File: src/rtl/score_seg_display.sv
// Binary score to multiplexed 7-segment display: iterative double-dabble
// conversion into an atomically updated display register, plus a refresh scanner.
module score_seg_display #(
    parameter int BIN_W          = 14,
    parameter int DIGITS         = 4,
    parameter int REFRESH_DIV    = 50000,
    parameter bit SEG_ACTIVE_LOW = 1'b1
) (
    input  logic              clk,
    input  logic              rst,
    input  logic [BIN_W-1:0]  value,
    input  logic              load,
    input  logic              blank_lz,
    input  logic [DIGITS-1:0] dp_mask,
    output logic              busy,
    output logic              overflow,
    output logic [7:0]        seg,
    output logic [DIGITS-1:0] an
);
    localparam int BW = 4 * (DIGITS + 1);
    localparam int DW = 4 * DIGITS;
    localparam int CW = $clog2(BIN_W + 1);
    localparam int IW = (DIGITS > 1) ? $clog2(DIGITS) : 1;
    localparam int VW = (REFRESH_DIV > 1) ? $clog2(REFRESH_DIV) : 1;
    localparam logic [CW-1:0] LAST_BIT = CW'(BIN_W - 1);
    localparam logic [IW-1:0] LAST_IDX = IW'(DIGITS - 1);
    localparam logic [VW-1:0] LAST_DIV = VW'(REFRESH_DIV - 1);

    typedef enum logic [1:0] {IDLE, SHIFT, DONE} state_t;

    state_t          state;
    logic [BIN_W-1:0] bin;
    logic [BW-1:0]   bcd;
    logic [BW-1:0]   bcd_adj;
    logic [CW-1:0]   cnt;
    logic            sticky;
    logic [DW-1:0]   disp;

    genvar g;
    generate
        for (g = 0; g < DIGITS + 1; g++) begin : g_adj
            assign bcd_adj[4*g +: 4] = (bcd[4*g +: 4] >= 4'd5) ? bcd[4*g +: 4] + 4'd3
                                                                : bcd[4*g +: 4];
        end
    endgenerate

    // sticky catches bits pushed out of the top nibble for very wide inputs
    always_ff @(posedge clk) begin
        if (rst) begin
            state    <= IDLE;
            busy     <= 1'b0;
            overflow <= 1'b0;
            disp     <= '0;
            bin      <= '0;
            bcd      <= '0;
            cnt      <= '0;
            sticky   <= 1'b0;
        end else begin
            case (state)
                IDLE: begin
                    if (load) begin
                        bin    <= value;
                        bcd    <= '0;
                        cnt    <= '0;
                        sticky <= 1'b0;
                        busy   <= 1'b1;
                        state  <= SHIFT;
                    end
                end
                SHIFT: begin
                    bcd    <= {bcd_adj[BW-2:0], bin[BIN_W-1]};
                    bin    <= bin << 1;
                    sticky <= sticky | bcd_adj[BW-1];
                    cnt    <= cnt + 1'b1;
                    if (cnt == LAST_BIT) state <= DONE;
                end
                DONE: begin
                    busy  <= 1'b0;
                    state <= IDLE;
                    if (sticky || bcd[BW-1 -: 4] != 4'd0) begin
                        disp     <= {DIGITS{4'h9}};
                        overflow <= 1'b1;
                    end else begin
                        disp     <= bcd[DW-1:0];
                        overflow <= 1'b0;
                    end
                end
                default: state <= IDLE;
            endcase
        end
    end

    function automatic logic [6:0] glyph(input logic [3:0] d);
        case (d)
            4'd0: glyph = 7'h3F;
            4'd1: glyph = 7'h06;
            4'd2: glyph = 7'h5B;
            4'd3: glyph = 7'h4F;
            4'd4: glyph = 7'h66;
            4'd5: glyph = 7'h6D;
            4'd6: glyph = 7'h7D;
            4'd7: glyph = 7'h07;
            4'd8: glyph = 7'h7F;
            4'd9: glyph = 7'h6F;
            default: glyph = 7'h00;
        endcase
    endfunction

    logic [VW-1:0]     div;
    logic [IW-1:0]     idx;
    logic [DW-1:0]     upper;
    logic              blank;
    logic              dp;
    logic [7:0]        seg_ah;
    logic [DIGITS-1:0] an_ah;

    // upper holds the current digit and everything above it, for blanking
    always_comb begin
        upper  = disp >> {idx, 2'b00};
        blank  = blank_lz && (idx != '0) && (upper == '0);
        an_ah  = DIGITS'(1) << idx;
        dp     = |(dp_mask & an_ah);
        seg_ah = {dp, blank ? 7'h00 : glyph(upper[3:0])};
    end

    always_ff @(posedge clk) begin
        if (rst) begin
            div <= '0;
            idx <= '0;
            an  <= SEG_ACTIVE_LOW ? ~DIGITS'(1) : DIGITS'(1);
            seg <= SEG_ACTIVE_LOW ? 8'hC0 : 8'h3F;
        end else begin
            if (div == LAST_DIV) begin
                div <= '0;
                idx <= (idx == LAST_IDX) ? '0 : idx + 1'b1;
            end else begin
                div <= div + 1'b1;
            end
            an  <= SEG_ACTIVE_LOW ? ~an_ah : an_ah;
            seg <= SEG_ACTIVE_LOW ? ~seg_ah : seg_ah;
        end
    end
endmodule

File: config.mk
export PLATFORM = sky130hd
export DESIGN_NAME = score_seg_display
export DESIGN_NICKNAME = d
export VERILOG_FILES = /design/src/rtl/score_seg_display.sv
export SDC_FILE = /design/constraint.sdc
export NUM_CORES = 1
export LEC_CHECK = 0
export CORE_AREA = 4 4 91 93
export CTS_CLUSTER_SIZE = 14
export DETAILED_ROUTE_END_ITERATION = 8
export DIE_AREA = 0 0 95 97
export DONT_BUFFER_PORTS = 1
export GPL_TIMING_DRIVEN = 0
export PLACE_DENSITY_LB_ADDON = 0.1
export SLEW_MARGIN = 15
export SYNTH_ARGS = -nofsm -noshare
export SYNTH_HDL_FRONTEND = slang
export SYNTH_SLANG_ARGS = --single-unit
export TNS_END_PERCENT = 1
File: constraint.sdc
create_clock -name clk -period 2 [get_ports clk]
set_input_delay 0.5 -clock clk [delete_from_list [all_inputs] [get_ports clk]]
set_output_delay 0.5 -clock clk [all_outputs]
set_load 0.03 [all_outputs]
== Word level (Yosys, flattened, before mapping) ==
Memories as Yosys holds them, arrays and structs flattened.
Index checks and enable logic that the tools add are counted.
Cells by class
  $add $sub $neg: 8
  $mul: 0
  divide/modulo/power cells: 0
  $lt $le $gt $ge: 5
  equal/unequal tests: 7
  shifts and indexed selects: 2
  multiplexer cells: 22
  bitwise operators: 4
  reductions and logical operators: 14
Operators with widths (number)
  $pmux 20 s2: 1
  $pmux 14 s2: 1
  $mux 4: 6
  $add 4x2->4 const B: 5
  $ge 4x3->1 const B: 5
  $mux 20: 1
  $add 16x1->16 const B: 1
  $eq 16x16->1 const B: 1
  $logic_not 16->1: 1
  $mux 16: 1
  $shr 16x4->16: 1
  $mux 14: 1
  $not 8->8: 1
  $pmux 4 s2: 1
  $mux 7: 1
  $mux 2: 3
  $reduce_and 2->1: 3
  $reduce_bool 2->1: 3
  $add 4x1->4 const B: 1
  $and 4x4->4: 1
  $eq 2x2->1 const B: 2
  $eq 4x4->1 const B: 1
  $ne 2x2->1 const B: 2
  $not 4->4: 1
  13 further kinds: 17
Word-level totals
  flip-flop bits (word level): 89
  bits in latches: 0
  memory bits (writable): 0
  ROM bits: 112
  output and inout port bits: 14
  word-level logic and storage cells: 75
  memories kept: 1
Memories
  (name not given): depth 16, bits a word 7, read ports 1, clocked after memory_dff 0, wr ports 0, RTL line 94  | case (d)

== Longest topological paths before layout ==
Gate-level depths: netlist of run 1.
  depth in word-level cells: 5
  gate-level depth with buffers: 8
  depth with buffers taken out: 7

== Worst setup path before layout of run 1 ==
No wires, ideal clock.
  path type: flip-flop to flip-flop
  from: register idx[0]
  to: register seg[0]
  library setup time: 70 ps
  data arrival time: 2088 ps
  required time: 1930 ps
  setup slack: -159 ps
  stages on the path, launching flop included: 9
  clock period less this slack: 2159 ps
  cells stage by stage: dfxtp_1 buf_4 mux4_2 inv_1 ha_1 nand3_1 a2111oi_2 nor2_1 a21oi_1
On the way
  cells in the longest elaborated chain, start to end: 5
Ends and longest elaborated chain
  from (decl): RTL line 110  | logic [IW-1:0] idx;
  from (signal assigned): RTL line 135  | idx <= (idx == LAST_IDX) ? '0 : idx + 1'b1;
  branches (longest 3 deep; another with $mem_v2 16x7)
  $mux 7 *: RTL line 123  | seg_ah = {dp, blank ? 7'h00 : glyph(upper[3:0])};
  $not 8->8 *: RTL line 140  | seg <= SEG_ACTIVE_LOW ? ~seg_ah : seg_ah;
  to (signal assigned): RTL line 131  | seg <= SEG_ACTIVE_LOW ? 8'hC0 : 8'h3F;
  to (signal assigned): RTL line 140
  to (decl): RTL line 17  | output logic [7:0] seg,
Every way passes the cells marked *.
A chain may end at the register's enable or synchronous reset.

== Worst setup path after layout of run 1 ==
  from: register div[5]
  to: register idx[0]
On the way
  cells in the longest elaborated chain, start to end: 1
Ends and longest elaborated chain
  from (decl): RTL line 109  | logic [VW-1:0] div;
  from (signal assigned): RTL line 137  | div <= div + 1'b1;
  $eq 16x16->1: RTL line 133  | if (div == LAST_DIV) begin
No other way between the ends.

==> results.json, run 1 <==
{
  "status": "finished, final reports clean",
  "fin_crit_ns": 1.98,
  "synth_compound_area_share_pct": 17.1,
  "preCtsSetupSlack_ns": -0.209,
  "vias": 3507,
  "nFillCells": 714,
  "grt_max_degree": 15,
  "start_util_pct": 55.6,
  "setup_viol": 0,
  "cp-end-kind": "flip-flop",
  "worstPathArrival_ns": 2.27,
  "finClkSkew_ns": 0.0118,
  "ir_drop_v": 0.000414,
  "synthMuxAreaShare_pct": 2.63,
  "maxCapViolations": 0,
  "row_count": 32,
  "critPathLaunchType": "flip-flop",
  "gp_congestion": 0.795,
  "worst_path_max_delay_cell": "or4b_1",
  "worst_pin_slew_ns": 0.703,
  "die_h_um": 97,
  "grt_pass1_vias": 3404,
  "routed_wl_um": 9690,
  "worstSetupPathType": "reg2reg",
  "gr-usage-all-layers_pct": 22.6,
  "wl_per_cell_um": 15.5,
  "synth_flop_cell": "dfxtp_1",
  "ys_seq_area_share_pct": 42.6,
  "power_density_nw_per_um2": 744,
  "ys_ff_latch": 89,
  "core-area_um2": 7530,
  "yosys_warnings": 0,
  "critPathBufInv": 0,
  "dp_hpwl_um": 6950,
  "finalHoldViolations": 0,
  "rsz0062_at_grt": "true",
  "first_pass_iters": 4,
  "cts-buffers-inserted": 9,
  "drc_errors": 0,
  "syn_inst": 502,
  "via_per_inst": 5.60,
  "worst_slack_ns": 0.0218,
  "slew-limit-headroom_pct": 53.0,
  "drive_gt1_share_pct": 9.16,
  "yosysUniqueCellTypes": 47,
  "clkPwrFrac_pct": 41.5,
  "synthToLayoutAreaGrowth_pct": 11.5,
  "grt_overflow_total": 0,
  "p_leak_nw": 1.72,
  "path_cells": "or4b_1, nor3_2, nand4_2, or3_1, a21oi_2",
  "yosys.area_share.simple_pct": 21.2,
  "synth_top_family_by_area": "simple AND/OR/NAND/NOR gates",
  "p_total_mw": 3.47,
  "crit_family": "simple AND/OR/NAND/NOR gates",
  "synthXorXnorAreaFrac_pct": 5.03,
  "critPathMaxStageDelay_ns": 0.57,
  "clk_pin_slew_ns": 0.08,
  "die_area_um2": 9220,
  "grt_pass1_wl_um": 16400,
  "antenna_found_initial": 0,
  "p_sw_mw": 0.793,
  "synth_adder_area_share_pct": 6.88,
  "pin_count": 36,
  "pwr-share-comb_pct": 5.5,
  "synth-async-reset-ratio_pct": 0,
  "clock_sinks": 89,
  "fp.dieW_um": 95,
  "portBuffers": 0,
  "fin_hold_ws_ns": 0.375,
  "ant_nets": 0,
  "pwr-share-seq_pct": 53.0,
  "crit_fanout": 5,
  "required_ns": 2.29,
  "p_sw_share_pct": 22.9,
  "htree_levels": 3,
  "synth_edf_count": 0,
  "internal-power_mw": 2.67,
  "ctsHoldBuffers": 0,
  "maxSlewViolCount": 0,
  "register_area_um2": 1780,
  "fin_nets": 564,
  "clk_latency_ns": 0.36,
  "drt_iter0_markers": 163,
  "hold_path.class": "in2reg",
  "insertedDiodeCount": 0,
  "synth.cell_area_um2": 4180,
  "avgSynthCellArea_um2": 8.33,
  "finalCritPeriodShare_pct": 98.9,
  "multi_input_area_um2": 2270,
  "syn_nets": 547,
  "cts_root_buf": "clkbuf_8",
  "clockBufferDepth": 2,
  "fmax_mhz": 506,
  "cts_tree": "yes"
}
## worst reg2reg max path: cells and delay by family, from the launching register on
kind | cells | cell delay (ns)
compound gates | 1 | 0.14
flops | 1 | 0.36
simple gates | 4 | 1.41
## synth_stat cells (all sizes together), types with 6 or more instances
cell    number  share of area [%]
a211oi      12                2.2
a21o         8                1.4
a21oi       32                3.9
a22oi       11                2.0
a31oi        8                1.2
clkbuf      18                1.6
dfxtp       89                 43
ha          23                6.9
inv         19                1.7
nand2       75                6.7
nand2b      12                1.8
nand3       14                1.7
nor2        75                6.8
nor3        11                1.4
o21ai       28                3.4
xnor2       18                3.8
xor2         6                1.3
## layout by cell type (no fill, tap or decap), types with 3 or more instances in the layout
master | synthesis | final
buf_4 | 2 | 7
dfxtp_1 | 89 | 88
a21oi_1 | 31 | 31
nor2_1 | 74 | 73
o21ai_0 | 27 | 27
a22oi_1 | 11 | 11
xnor2_1 | 18 | 18
a21o_1 | 8 | 8
a31oi_1 | 8 | 8
nor4_1 | 3 | 3
a211oi_1 | 12 | 12
nand3_1 | 14 | 13
nand2_1 | 75 | 74
o211ai_1 | 4 | 4
inv_1 | 19 | 17
mux4_2 | 4 | 4
nor3_1 | 10 | 10
nand2b_1 | 12 | 12
clkbuf_8 | 0 | 12
ha_1 | 23 | 22
a32oi_1 | 4 | 4
clkbuf_1 | 18 | 15
xor2_1 | 6 | 6
## metrics by stage
stage | util, % | std cells | setup TNS [ns] | area, um^2
after floorplan | - | 502 | 0 | 4200
after global placement | 57.4 | 604 | -3.05 | 4320
after detailed placement | 57.4 | 604 | -4.04 | 4320
after CTS | 61.8 | 626 | -0.0530 | 4650
after global routing | 61.9 | 626 | -2.04 | 4660
final | 61.9 | 626 | 0 | 4660
## kinds of logic (layout without fill, tap and decap cells)
kind of cell    after synthesis  count (layout)
simple gates                202             202
compound gates              113             113
flops                        89              89
buf+inv                      45              67
xor+xnor                     24              24
fa+ha+maj                    23              23
mux                           6               6
## timing repair
action	4_1_cts	5_1_grt
pin swaps	3	2
buffers inserted	6	0
resized for setup	12	5
setup endpoints to repair	34	47
## power groups by stage
stage          clock (mW)  sequential, mW  combinational [mW]
6_report             1.44            1.84               0.190
5_1_grt              1.54            1.84               0.217
3_5_place_dp            0            1.88               0.188
3_3_place_gp            0            1.88               0.185
2_1_floorplan           0            1.87               0.138
4_1_cts              1.46            1.84               0.190
## path summary, 6_finish.rpt
kind                            startpoint  cells after the start  slack, ns       to
worst max-delay path                div[5]                      5       0.02   idx[0]
worst min-delay path            dp_mask[3]                      2       0.37   seg[7]
worst max register to register      div[5]                      5       0.02   idx[0]
worst min register to register     disp[1]                      2       0.46  disp[1]
## metal layers
layer / GRT usage (%) / vias to the layer above / wire, um
li1: - / 1749 / -
met1: 28.8 / 1668 / 4270
met2: 36.6 / 75 / 4740
met3: 5.29 / 15 / 524
met4: 8.77 / 0 / 157
met5: 0 / - / 0
## final cells by class
| type | count | area share, % |
|---|---|---|
| multi-input cells | 368 | 48.6 |
| plain buffers | 24 | 2.60 |
| clock inverters | 4 | 1.58 |
| inverters | 21 | 1.69 |
| well taps | 102 | 2.74 |
| clock buffers | 12 | 3.54 |
| repair buffers | 6 | 0.966 |
| flip-flops and latches | 89 | 38.3 |
## registers in the layout, indices dropped and copies added (netlist names)
register / flops
busy: 1
state: 2
seg: 8
idx: 2
div: 16
an: 4
cnt: 4
bcd: 20
bin: 14
sticky: 1
overflow: 1
disp: 16
Note: power is estimated with default switching activity, not from simulation.
==> run 2, diff against run 1 <==
Settings changed: CORE_AREA 4 4 91 93 to 2 2 89 91, DIE_AREA 0 0 95 97 to 0 0 91 93.
==> run 2 against run 1 <==
Effect of this change: clock power fell by 15%; sequential cell count is the same; register-to-register slack about the same; clock skew rose by 0.0016 ns; setup slack worse by 0.011 ns; critical path depth increased by 3; cell count shrank 0.96%; power is 6.1% lower.
==> results.json, run 2 (synthesis results as in run 1) <==
{
  "status": "finished, final reports clean",
  "multi_input_area_um2": 2270,
  "fin_crit_ns": 1.99,
  "setup_tns_ns": 0,
  "fp.dieW_um": 91,
  "largest_register": "bcd",
  "hold_path.class": "in2reg",
  "instances_no_fill": 620,
  "gr-usage-all-layers_pct": 22.9,
  "wl_per_cell_um": 15.2,
  "grt_pass1_vias": 3261,
  "grt_overflow_total": 0,
  "antenna_found_initial": 0,
  "drc_errors": 0,
  "worst_slack_ns": 0.0105,
  "vias": 3504,
  "htree_levels": 3,
  "worst_pin_slew_ns": 0.676,
  "final_cell_area_um2": 4590,
  "cp-end-kind": "flip-flop",
  "mostFrequentLayoutCell": "dfxtp_1",
  "grt_pass1_wl_um": 15500,
  "cts_tree": "yes",
  "mostFrequentLayoutCells": "dfxtp_1, nand2_1, nor2_1, a21oi_1, o21ai_0",
  "grt_max_degree": 15,
  "die_area_um2": 8460,
  "placed_cells": 604,
  "p_leak_nw": 1.68,
  "grt_busiest_layer": "met2",
  "clk_latency_ns": 0.36,
  "fmax_mhz": 503,
  "critPathLaunchType": "flip-flop",
  "pin_count": 36,
  "routed_wl_um": 9440,
  "drt_iter0_markers": 203,
  "grtUsageMet3_pct": 4.59,
  "crit_fanout": 7,
  "maxSlewViolCount": 0,
  "postLayoutCoreUtil_pct": 60.9,
  "portBuffers": 0,
  "row_count": 32,
  "worstSetupPathType": "reg2reg",
  "met1_usage_pct": 29.4,
  "clockBufferDepth": 2,
  "clock_sinks": 89,
  "ctsHoldBuffers": 0,
  "preCtsSetupSlack_ns": -0.194,
  "nFillCells": 716,
  "worstPathArrival_ns": 2.27,
  "ir_drop_v": 0.000506,
  "finalHoldViolations": 0,
  "place_area_um2": 4320,
  "fin_nets": 559,
  "finalCritPeriodShare_pct": 99.5,
  "slew-limit-headroom_pct": 54.8,
  "register_area_um2": 1790,
  "insertedDiodeCount": 0,
  "start_util_pct": 55.6,
  "first_pass_iters": 5,
  "drive_gt1_share_pct": 8.88,
  "setup_viol": 0,
  "via_per_inst": 5.65,
  "cts-buffers-inserted": 9,
  "dp_hpwl_um": 6860,
  "rsz0062_at_grt": "true",
  "core-area_um2": 7530,
  "ant_nets": 0,
  "synthToLayoutAreaGrowth_pct": 9.66,
  "cts_root_buf": "clkbuf_8",
  "die_h_um": 93,
  "finClkSkew_ns": 0.0134,
  "grt_use_met2_pct": 39.7,
  "gp_congestion": 0.813,
  "required_ns": 2.28,
  "power_density_nw_per_um2": 710,
  "maxCapViolations": 0,
  "largest_reg_flops": 20,
  "clk_pin_slew_ns": 0.10,
  "largestRegisters": "bcd x20, disp x16, div x16"
}
## run 2: power breakdown
group | internal, mW | switching [mW] | total [mW]
sequential | 1.81 | 0.0279 | 1.83
clock | 0.603 | 0.626 | 1.23
combinational | 0.0596 | 0.131 | 0.191
## run 2: worst paths after layout
path,to,cells past startpoint,slack (ns),startpoint
worst max-delay path,seg[1],8,0.01,idx[0]
worst min-delay path,an[3],2,0.37,rst
worst max register to register,seg[1],8,0.01,idx[0]
worst min register to register,div[0],1,0.47,div[0]
## run 2: what timing repair did
action / 4_1_cts / 5_1_grt
resized for setup: 10 / 12
setup buffers: 1 / 0
pin swaps: 1 / 0
setup endpoints to repair: 23 / 46
## run 2: layout make-up
| cell class | instances | share of cell area [%] |
|---|---|---|
| repair buffers | 1 | 0.164 |
| flip-flops and latches | 89 | 38.9 |
| multi-input cells | 368 | 49.4 |
| clock inverters | 5 | 1.23 |
| clock buffers | 10 | 3.00 |
| plain buffers | 24 | 2.73 |
| well taps | 102 | 2.78 |
| inverters | 21 | 1.72 |
## run 2: critical path, stage by stage, from the launching register on
cell,delay (ns)
dfxtp_4,0.38
buf_8,0.12
mux4_2,0.55
inv_2,0.12
ha_4,0.15
nand3_2,0.07
a2111oi_4,0.27
nor2_2,0.11
a21oi_1,0.15
## run 2: per-stage QoR
stage / hold slack [ns] / total power, mW
CTS: 0.367 / 3.28
finish: 0.373 / 3.25
detailed placement: 0.454 / 2.07
floorplan: 0.426 / 2.01
global route: 0.375 / 3.38
global placement: 0.440 / 2.06
## run 2: layer usage
metal / part of all wire (%) / vias to the layer above
li1: - / 1749
met1: 47 / 1666
met2: 48 / 76
met3: 4.1 / 13
met4: 1.3 / 0
met5: 0 / -
